`config.mk`:
```
export PLATFORM = sky130hd
export DESIGN_NAME = adc_align_fsm_flat
export DESIGN_NICKNAME = d
export VERILOG_FILES = /design/src/rtl/adc_align_fsm_pkg.sv /design/src/rtl/adc_align_fsm_if.sv /design/src/rtl/adc_align_fsm.sv /design/src/flat_wrapper.sv
export SDC_FILE = /design/constraint.sdc
export NUM_CORES = 1
export LEC_CHECK = 0
export ABC_AREA = 1
export BUFFER_PORTS_ARGS = -buffer_cell sky130_fd_sc_hd__buf_2
export CAP_MARGIN = 20
export CORE_AREA = 2 2 62 64
export CTS_CLUSTER_DIAMETER = 80
export DETAILED_ROUTE_END_ITERATION = 10
export DIE_AREA = 0 0 64 66
export GPL_TIMING_DRIVEN = 0
export HOLD_SLACK_MARGIN = 0.05
export PLACE_DENSITY_LB_ADDON = 0.12
export SYNTH_ARGS = -nofsm -noshare
export SYNTH_HDL_FRONTEND = slang
export SYNTH_SLANG_ARGS = --single-unit
```
`constraint.sdc`:
```
create_clock -name CLKDIV -period 1.3 [get_ports CLKDIV]
set_input_delay 0.195 -clock CLKDIV [delete_from_list [all_inputs] [get_ports CLKDIV]]
set_output_delay 0.195 -clock CLKDIV [all_outputs]
set_load 0.01 [all_outputs]
```
`src/rtl/adc_align_fsm_pkg.sv`:
```
// Shared types and default constants for the ADC frame-alignment trainer.
package adc_align_fsm_pkg;

    localparam int unsigned ADC_DATA_W        = 16;
    localparam logic [ADC_DATA_W-1:0] ADC_TRAIN_PATTERN = 16'hA5C3;
    localparam int unsigned ADC_MATCH_COUNT   = 16;
    localparam int unsigned ADC_SETTLE_CYCLES = 4;
    localparam int unsigned ADC_MAX_SLIPS     = 8;
    localparam int unsigned ADC_SLIP_W        = $clog2(ADC_MAX_SLIPS + 1);

    typedef enum logic [2:0] {
        ST_IDLE,
        ST_CHECK,
        ST_SLIP,
        ST_SETTLE,
        ST_LOCKED,
        ST_FAIL
    } align_state_t;

endpackage

```
`src/rtl/adc_align_fsm_if.sv`:
```
// Control/data bundle between the alignment trainer and its deserializer-side user.
interface adc_align_fsm_if
    import adc_align_fsm_pkg::*;
#(
    parameter int unsigned DATA_W = ADC_DATA_W,
    parameter int unsigned SLIP_W = ADC_SLIP_W
);
    logic              start;
    logic [DATA_W-1:0] d_in;
    logic              bitslip;
    logic              locked;
    logic              fail;
    logic [SLIP_W-1:0] slip_count;
    logic [DATA_W-1:0] d_out;
    logic              d_valid;

    modport master (
        output start, d_in,
        input  bitslip, locked, fail, slip_count, d_out, d_valid
    );

    modport slave (
        input  start, d_in,
        output bitslip, locked, fail, slip_count, d_out, d_valid
    );
endinterface

```
`src/rtl/adc_align_fsm.sv`:
```
// Frame-alignment trainer: slips the 2-lane deserializer until the training
// pattern is seen MATCH_COUNT times in a row, then forwards aligned samples.
module adc_align_fsm
    import adc_align_fsm_pkg::*;
#(
    parameter int unsigned           DATA_W        = ADC_DATA_W,
    parameter logic [DATA_W-1:0]     TRAIN_PATTERN = ADC_TRAIN_PATTERN,
    parameter int unsigned           MATCH_COUNT   = ADC_MATCH_COUNT,
    parameter int unsigned           SETTLE_CYCLES = ADC_SETTLE_CYCLES,
    parameter int unsigned           MAX_SLIPS     = ADC_MAX_SLIPS
) (
    input  logic            CLKDIV,
    input  logic            RST_N,
    adc_align_fsm_if.slave  bus
);

    localparam int unsigned SLIP_W   = $clog2(MAX_SLIPS + 1);
    localparam int unsigned MATCH_W  = $clog2(MATCH_COUNT + 1);
    localparam int unsigned SETTLE_W = $clog2(SETTLE_CYCLES + 1);

    localparam logic [SLIP_W-1:0]   SLIP_MAX    = SLIP_W'(MAX_SLIPS);
    localparam logic [MATCH_W-1:0]  MATCH_LAST  = MATCH_W'(MATCH_COUNT - 1);
    localparam logic [SETTLE_W-1:0] SETTLE_LAST = SETTLE_W'(SETTLE_CYCLES - 1);

    align_state_t         state;
    logic [MATCH_W-1:0]   match_cnt;
    logic [SETTLE_W-1:0]  settle_cnt;
    logic [SLIP_W-1:0]    slip_count;
    logic                 bitslip;
    logic                 locked;
    logic                 fail;
    logic [DATA_W-1:0]    d_out;
    logic                 d_valid;

    // Trainer state, counters and all outputs share one register block.
    always_ff @(posedge CLKDIV or negedge RST_N) begin
        if (!RST_N) begin
            state      <= ST_IDLE;
            match_cnt  <= '0;
            settle_cnt <= '0;
            slip_count <= '0;
            bitslip    <= 1'b0;
            locked     <= 1'b0;
            fail       <= 1'b0;
            d_out      <= '0;
            d_valid    <= 1'b0;
        end else begin
            d_out   <= bus.d_in;
            bitslip <= 1'b0;

            if (bus.start) begin
                state      <= ST_CHECK;
                match_cnt  <= '0;
                settle_cnt <= '0;
                slip_count <= '0;
                locked     <= 1'b0;
                fail       <= 1'b0;
                d_valid    <= 1'b0;
            end else begin
                case (state)
                    ST_IDLE: begin
                        state <= ST_IDLE;
                    end

                    ST_CHECK: begin
                        if (bus.d_in == TRAIN_PATTERN) begin
                            if (match_cnt == MATCH_LAST) begin
                                state     <= ST_LOCKED;
                                match_cnt <= '0;
                                locked    <= 1'b1;
                                d_valid   <= 1'b1;
                            end else begin
                                match_cnt <= match_cnt + MATCH_W'(1);
                            end
                        end else begin
                            match_cnt <= '0;
                            if (slip_count == SLIP_MAX) begin
                                state <= ST_FAIL;
                                fail  <= 1'b1;
                            end else begin
                                // Pulse is registered here so it is high for the whole SLIP cycle.
                                state      <= ST_SLIP;
                                bitslip    <= 1'b1;
                                slip_count <= slip_count + SLIP_W'(1);
                            end
                        end
                    end

                    ST_SLIP: begin
                        settle_cnt <= '0;
                        state      <= ST_SETTLE;
                    end

                    ST_SETTLE: begin
                        if (settle_cnt == SETTLE_LAST) begin
                            state      <= ST_CHECK;
                            settle_cnt <= '0;
                            match_cnt  <= '0;
                        end else begin
                            settle_cnt <= settle_cnt + SETTLE_W'(1);
                        end
                    end

                    ST_LOCKED: begin
                        state <= ST_LOCKED;
                    end

                    ST_FAIL: begin
                        state <= ST_FAIL;
                    end

                    default: begin
                        state <= ST_IDLE;
                    end
                endcase
            end
        end
    end

    assign bus.bitslip    = bitslip;
    assign bus.locked     = locked;
    assign bus.fail       = fail;
    assign bus.slip_count = slip_count;
    assign bus.d_out      = d_out;
    assign bus.d_valid    = d_valid;

    // A slip pulse is always followed by at least the settle window.
    a_single_pulse: assert property (@(posedge CLKDIV) disable iff (!RST_N) bitslip |=> !bitslip);

endmodule

```
`src/flat_wrapper.sv`:
```
// flat-port wrapper written by rule: the top's interface ports become plain ports
module adc_align_fsm_flat import adc_align_fsm_pkg::*;
#(
    parameter int unsigned           DATA_W        = ADC_DATA_W,
    parameter logic [DATA_W-1:0]     TRAIN_PATTERN = ADC_TRAIN_PATTERN,
    parameter int unsigned           MATCH_COUNT   = ADC_MATCH_COUNT,
    parameter int unsigned           SETTLE_CYCLES = ADC_SETTLE_CYCLES,
    parameter int unsigned           MAX_SLIPS     = ADC_MAX_SLIPS
)
  (CLKDIV, RST_N, bus_start, bus_d_in, bus_bitslip, bus_locked, bus_fail, bus_slip_count, bus_d_out, bus_d_valid);
  adc_align_fsm_if #(.DATA_W(DATA_W)) bus_i ();
  input  logic CLKDIV;
  input  logic RST_N;
  input wire logic [$bits(bus_i.start)-1:0] bus_start;
  input wire logic [$bits(bus_i.d_in)-1:0] bus_d_in;
  output wire logic [$bits(bus_i.bitslip)-1:0] bus_bitslip;
  output wire logic [$bits(bus_i.locked)-1:0] bus_locked;
  output wire logic [$bits(bus_i.fail)-1:0] bus_fail;
  output wire logic [$bits(bus_i.slip_count)-1:0] bus_slip_count;
  output wire logic [$bits(bus_i.d_out)-1:0] bus_d_out;
  output wire logic [$bits(bus_i.d_valid)-1:0] bus_d_valid;
  assign bus_i.start = bus_start;
  assign bus_i.d_in = bus_d_in;
  assign bus_bitslip = bus_i.bitslip;
  assign bus_locked = bus_i.locked;
  assign bus_fail = bus_i.fail;
  assign bus_slip_count = bus_i.slip_count;
  assign bus_d_out = bus_i.d_out;
  assign bus_d_valid = bus_i.d_valid;
  adc_align_fsm #(.DATA_W(DATA_W), .TRAIN_PATTERN(TRAIN_PATTERN), .MATCH_COUNT(MATCH_COUNT), .SETTLE_CYCLES(SETTLE_CYCLES), .MAX_SLIPS(MAX_SLIPS)) u_core (.CLKDIV(CLKDIV), .RST_N(RST_N), .bus(bus_i));
endmodule
```
After elaboration in Yosys (flattened, before gate mapping)
Cells that the tools add are included.

cells by class
  add/subtract/negate cells = 3
  reduce and logical (&&, ||, !) cells = 11
  multiplexer cells = 30
  equality and inequality tests = 13

operators by type and width
  operator                                                number
  two-way mux 3 bit                                       7
  two-way mux 5 bit                                       4
  equality test 16 bit (second input constant)            1
  two-way mux 4 bit                                       4
  one-hot mux 3 bit (5 select lines)                      1
  two-way mux 1 bit                                       12
  one-hot mux 5 bit (2 select lines)                      1
  equality test 3 x 2 -> 1 bit (second input constant)    3
  AND reduction 3 bit                                     3
  nonzero test 2 bit                                      4
  equality test 3 bit (second input constant)             2
  one-hot mux 3 bit (2 select lines)                      1
  nonzero test 3 bit                                      2
  adder 5 x 1 -> 5 bit (second input constant)            1
  equality test 5 x 4 -> 1 bit (second input constant)    1
  adder 4 x 1 -> 4 bit (second input constant)            1
  equality test 4 bit (second input constant)             1
  inequality test 2 bit (second input constant)           2
  inequality test 4 bit (second input constant)           1
  AND reduction 2 bit                                     2
  adder 3 x 1 -> 3 bit (second input constant)            1
  equality test 3 x 1 -> 1 bit (second input constant)    1
  inequality test 3 x 2 -> 1 bit (second input constant)  1

storage, ports and cells
  output and inout port bits = 24
  word-level logic and storage cells = 65
  bits in registers = 34
  input bits = 19

Longest topological paths before layout
  word-level depth = 5
  depth in mapped cells = 10
  mapped depth without buffers = 10

Least setup slack after synthesis
OpenSTA, ideal clock, no wires.

  path type = reg2reg
  start = register u_core.match_cnt[0]
  end = register u_core.state[2]
  setup slack = -0.039 ns
  data arrival time = 1.220 ns
  buffers on the path = 0
  period minus slack after synthesis = 1.339 ns
  data required time = 1.181 ns
  setup time = 0.119 ns
  cell stages (with the launch flop) = 9
  cell sequence = dfrtp_1 ha_1 nand2_1 inv_1 nand3b_1 nand3_1 or2_1 nand3_1 nor2_1

on the way
  word-level cells in the longest chain between the ends = 3

RTL lines
  element                          RTL line             source
  from (decl)                      adc_align_fsm.sv:26  logic [MATCH_W-1:0] match_cnt;
  from (signal assigned)           adc_align_fsm.sv:73  match_cnt <= match_cnt + MATCH_W'(1);
  equality test 5 x 4 -> 1 bit     adc_align_fsm.sv:67  if (match_cnt == MATCH_LAST) begin
  inequality test 4 bit (no line)  n/a
  AND reduction 2 bit (no line)    n/a
  to (signal assigned)             adc_align_fsm.sv:62  state <= ST_IDLE;
  to (signal assigned)             adc_align_fsm.sv:68  state <= ST_LOCKED;
  to (signal assigned)             adc_align_fsm.sv:78  state <= ST_FAIL;
  to (decl)                        adc_align_fsm.sv:25  align_state_t state;

Every way passes these cells.
A chain may end at the register's enable or synchronous reset.

Worst setup path in the final report
  start = register u_core.match_cnt[1]
  end = register u_core.state[2]

The elaborated chain is that of the path after synthesis.

==> out/qor.csv <==
stage,metric,value,unit
critical_path,cp_cell_sequence,ha_2 -> nand2_2 -> inv_2 -> nand3b_1 -> nand3_1 -> or2_1 -> nand3_1 -> nor2_1,
grt,grt_pass1_wl,6.341,mm
finish,nNetsFinal,286,
floorplan,die-area,0.004224,sq mm
yosys,synth_area_leaders,"dfrtp_1 53%, nand2_1 8.7%, nand3_1 6.0%",
yosys,synth_area_leader_cell,dfrtp_1,
critical_path,path_class,flop to flop,
yosys,synth_edf_count,0,
yosys,syn-num-nets,205,
clock_network,cts_buffer_depth,2,
power_and_ir_drop,max-vdd-ir-drop,0.7664,mV
power_and_ir_drop,p_sw,0.9571,mW
clock_network,clk_latency,0.34,ns
placed_design,dp_worst_setup_slack,-0.1261,ns
flow_run,maxCapViolations,0,
floorplan,die_y,66,um
grt,grt_pass1_vias,1470,
sta,fin_crit_sh,1.090,
power_and_ir_drop,leakagePower,1.204,nW
sta,fin_ws,-0.1176,ns
drt,route.detailed.drc,0,
finish,finalNonFillerCells,310,
floorplan,die_w,64,um
clock_network,root_buffer,clkbuf_4,
sta,hold_viol,0,
grt,grt_usage,0.1955,
drt,ant_nets,0,
critical_path,ff2ff_path_depth,8,
clock_network,clkTransAtPathRegs,0.11,ns
yosys,yosysTopAreaCellShare,0.5329,
power_and_ir_drop,seq_power_share,0.434,
yosys,ys_async_sr_fraction,1.000,
yosys,netlist_top_cells_count,"37 x nand2_1, 34 x dfrtp_1, 23 x nor2_1, 21 x inv_1, 19 x nand3_1",
placed_design,dp.cells,269,
worst_hold_path,hold_class,input port to flop,
floorplan,core_area,0.003551,sq mm
placed_design,gp_congestion,0.8445,
finish,final_core_util,0.6459,
yosys,postSynthAreaPerCell,8.870,sq um
yosys,ys.flop_type,dfrtp_1,
critical_path,cp_slowest_cell,dfrtp_1,
placed_design,dp_hpwl,2.359,mm
drt,drt-pass1-iter-count,4,
clock_network,htreeDepth,2,
critical_path,critPathBufInv,1,
floorplan,num_rows,22,
floorplan,boundaryPins,43,
floorplan,start_util,0.4496,
critical_path,cpPeakStageDelay,0.41,ns
yosys,synth_most_common_cell,nand2_1,
critical_path,endpoint_kind,flop,
yosys,ys_types,25,
critical_path,regToRegSetupSlack,-0.12,ns
drt,routed-via-count,1478,
critical_path,cp_max_fo,3,
finish,seqCellArea,852.1,sq um
sta,max_freq,0.7054,GHz
grt,antenna_found_initial,0,
critical_path,start_kind,flop,
sta,setup_viol,4,
yosys,synth_warnings,0,
sta,tightest_slew,0.7482,ns
run_status,status,"complete, but fails checks",
run_status,violations,setup timing,
power_and_ir_drop,combPwrFrac,0.341,
yosys,ys_ff_latch,34,
finish,diodes,0,
power_and_ir_drop,p_sw_frac,0.3414,
placed_design,port_buffers,41,
critical_path,crit_top_cell,nand3_1,
clock_network,numClockSinks,34,
sta,layout_min_cycle_time,1.418,ns
critical_path,cp_top_family,simple AND/OR/NAND/NOR gates,
clock_network,cts_tree,done,
yosys,syn_area,0.001597,sq mm
grt,grt_max_degree,35,
critical_path,crit_cells,8,
finish,drive_gt1_frac,0.3702,
power_and_ir_drop,clock_power_share,0.225,
yosys,ys_seq_area_frac,0.5329,
drt,drt-total-wl,3.612,mm
critical_path,required,1.54,ns
finish,multi_input_area,686.9,sq um
power_and_ir_drop,pwr_density_cell,1222,mW/mm^2
finish,nFillCells,301,
clock_network,cts_buffers,5,
power_and_ir_drop,internal-power,1.846,mW
critical_path,reg2reg_from,u_core.match_cnt[1],
sta,slew_headroom,0.5012,
critical_path,critPathArrivalTime,1.65,ns
yosys,synthCells,180,
drt,vias_per_cell,4.768,
sta,rsz0062_at_grt,yes,
sta,final_max_slew_viol_count,0,
sta,fin_skew,0.008658,ns
drt,drt_iter0_drc,55,
critical_path,timing.rr.end,u_core.state[2],
critical_path,crit_path_end,u_core.state[2],
critical_path,crit_path_start,u_core.match_cnt[1],
drt,drt-wirelength-per-cell,11.65,um
finish,areaGrowthSynthToFinish,43.65,%
grt,grt_overflow,0,
## stage by stage
| step | TNS, ns | area, sq um | hold slack, ns | power (mW) |
|---|---|---|---|---|
| after floorplan | 0 | 1599 | -0.1006 | 1.690 |
| after global placement | -0.5261 | 1864 | 0.2925 | 1.884 |
| after detailed placement | -0.8571 | 1864 | 0.3124 | 1.909 |
| after CTS | -0.06805 | 2198 | 0.1541 | 2.713 |
| after global routing | -1.023 | 2293 | 0.1602 | 3.006 |
| final | -0.3212 | 2293 | 0.1597 | 2.803 |
## sequential cells by signal (all words and copies together), names as in the netlist
name and cells:
u_core.bus.slip_count 4, u_core.settle_cnt 3, u_core.state 3, u_core.match_cnt 5
u_core.bus.fail 1, u_core.bus.d_out 16, u_core.bus.bitslip 1, u_core.bus.locked 1
## how the worst min path moves through the flow
stage                    from  cells past startpoint  slack [ns]                  end
CTS                 bus_start                      2        0.15    u_core.bus.locked
finish              bus_start                      2        0.16    u_core.bus.locked
global placement        RST_N                      1        0.29  u_core.bus.d_out[3]
detailed placement      RST_N                      1        0.31  u_core.bus.d_out[1]
global route        bus_start                      2        0.16    u_core.bus.locked
floorplan               RST_N                      0       -0.10   u_core.bus.bitslip
## cells by family after synthesis
| logic type | share of synthesized area |
|---|---|
| adder cells (fa/ha/maj) | 0.04702 |
| flip-flops | 0.5329 |
| buffers and inverters | 0.08073 |
| XOR/XNOR | 0.01646 |
| AND/OR/NAND/NOR | 0.2837 |
| AO/OA/AOI/OAI | 0.03918 |
## layout make-up
class	instances	area share
Tap cell	48	0.02619
Clock inverter	2	0.005456
Inverter	28	0.04692
Sequential cell	34	0.3715
Timing Repair Buffer	74	0.2177
Clock buffer	6	0.02237
Buffer	3	0.01037
Multi-Input combinational cell	115	0.2995
## metal layers
metal	track usage	up-vias	wire length [um]
met5	0	-	0
met4	0.07337	0	54
met3	0.05451	5	213
met2	0.3620	39	1906
met1	0.2108	711	1438
li1	-	723	-
## repair_timing
| item | CTS | global route |
|---|---|---|
| buffers inserted | 13 | 4 |
| pin swaps | 3 | 5 |
| hold endpoints to repair | 50 | 0 |
| setup endpoints to repair | 13 | 15 |
| gates resized for setup | 3 | 16 |
| hold buffers | 17 | 0 |
## power by group through the flow
stage	clock network (mW)	logic, mW	registers [mW]
after floorplan	0	0.419	1.27
after global placement	0	0.642	1.24
after detailed placement	0	0.660	1.25
after CTS	0.653	0.854	1.21
after global routing	0.704	1.07	1.23
final	0.630	0.957	1.22
## worst register-to-register path, delay by kind of cell (launching register included)
family / cells / cell delay, ns
fa+ha+maj: 1 / 0.20
simple gates: 6 / 0.68
buf+inv: 1 / 0.04
flops: 1 / 0.41
## cell usage in the layout (no fill, tap or decap), types with 3 or more instances in the layout
cell type	Yosys	final
inv_1	21	19
clkbuf_4	0	5
nand3_4	1	4
nor2_1	23	22
buf_4	1	16
nand2_1	37	34
buf_2	1	42
dlygate4sd3_1	0	17
dfrtp_1	34	33
nand4_1	4	4
nand3_1	19	16
inv_2	7	8
ha_1	6	4
nand2_2	2	4
o21ai_1	3	3
a21oi_1	6	6
No activity file was read; power rests on OpenSTA's default activity.
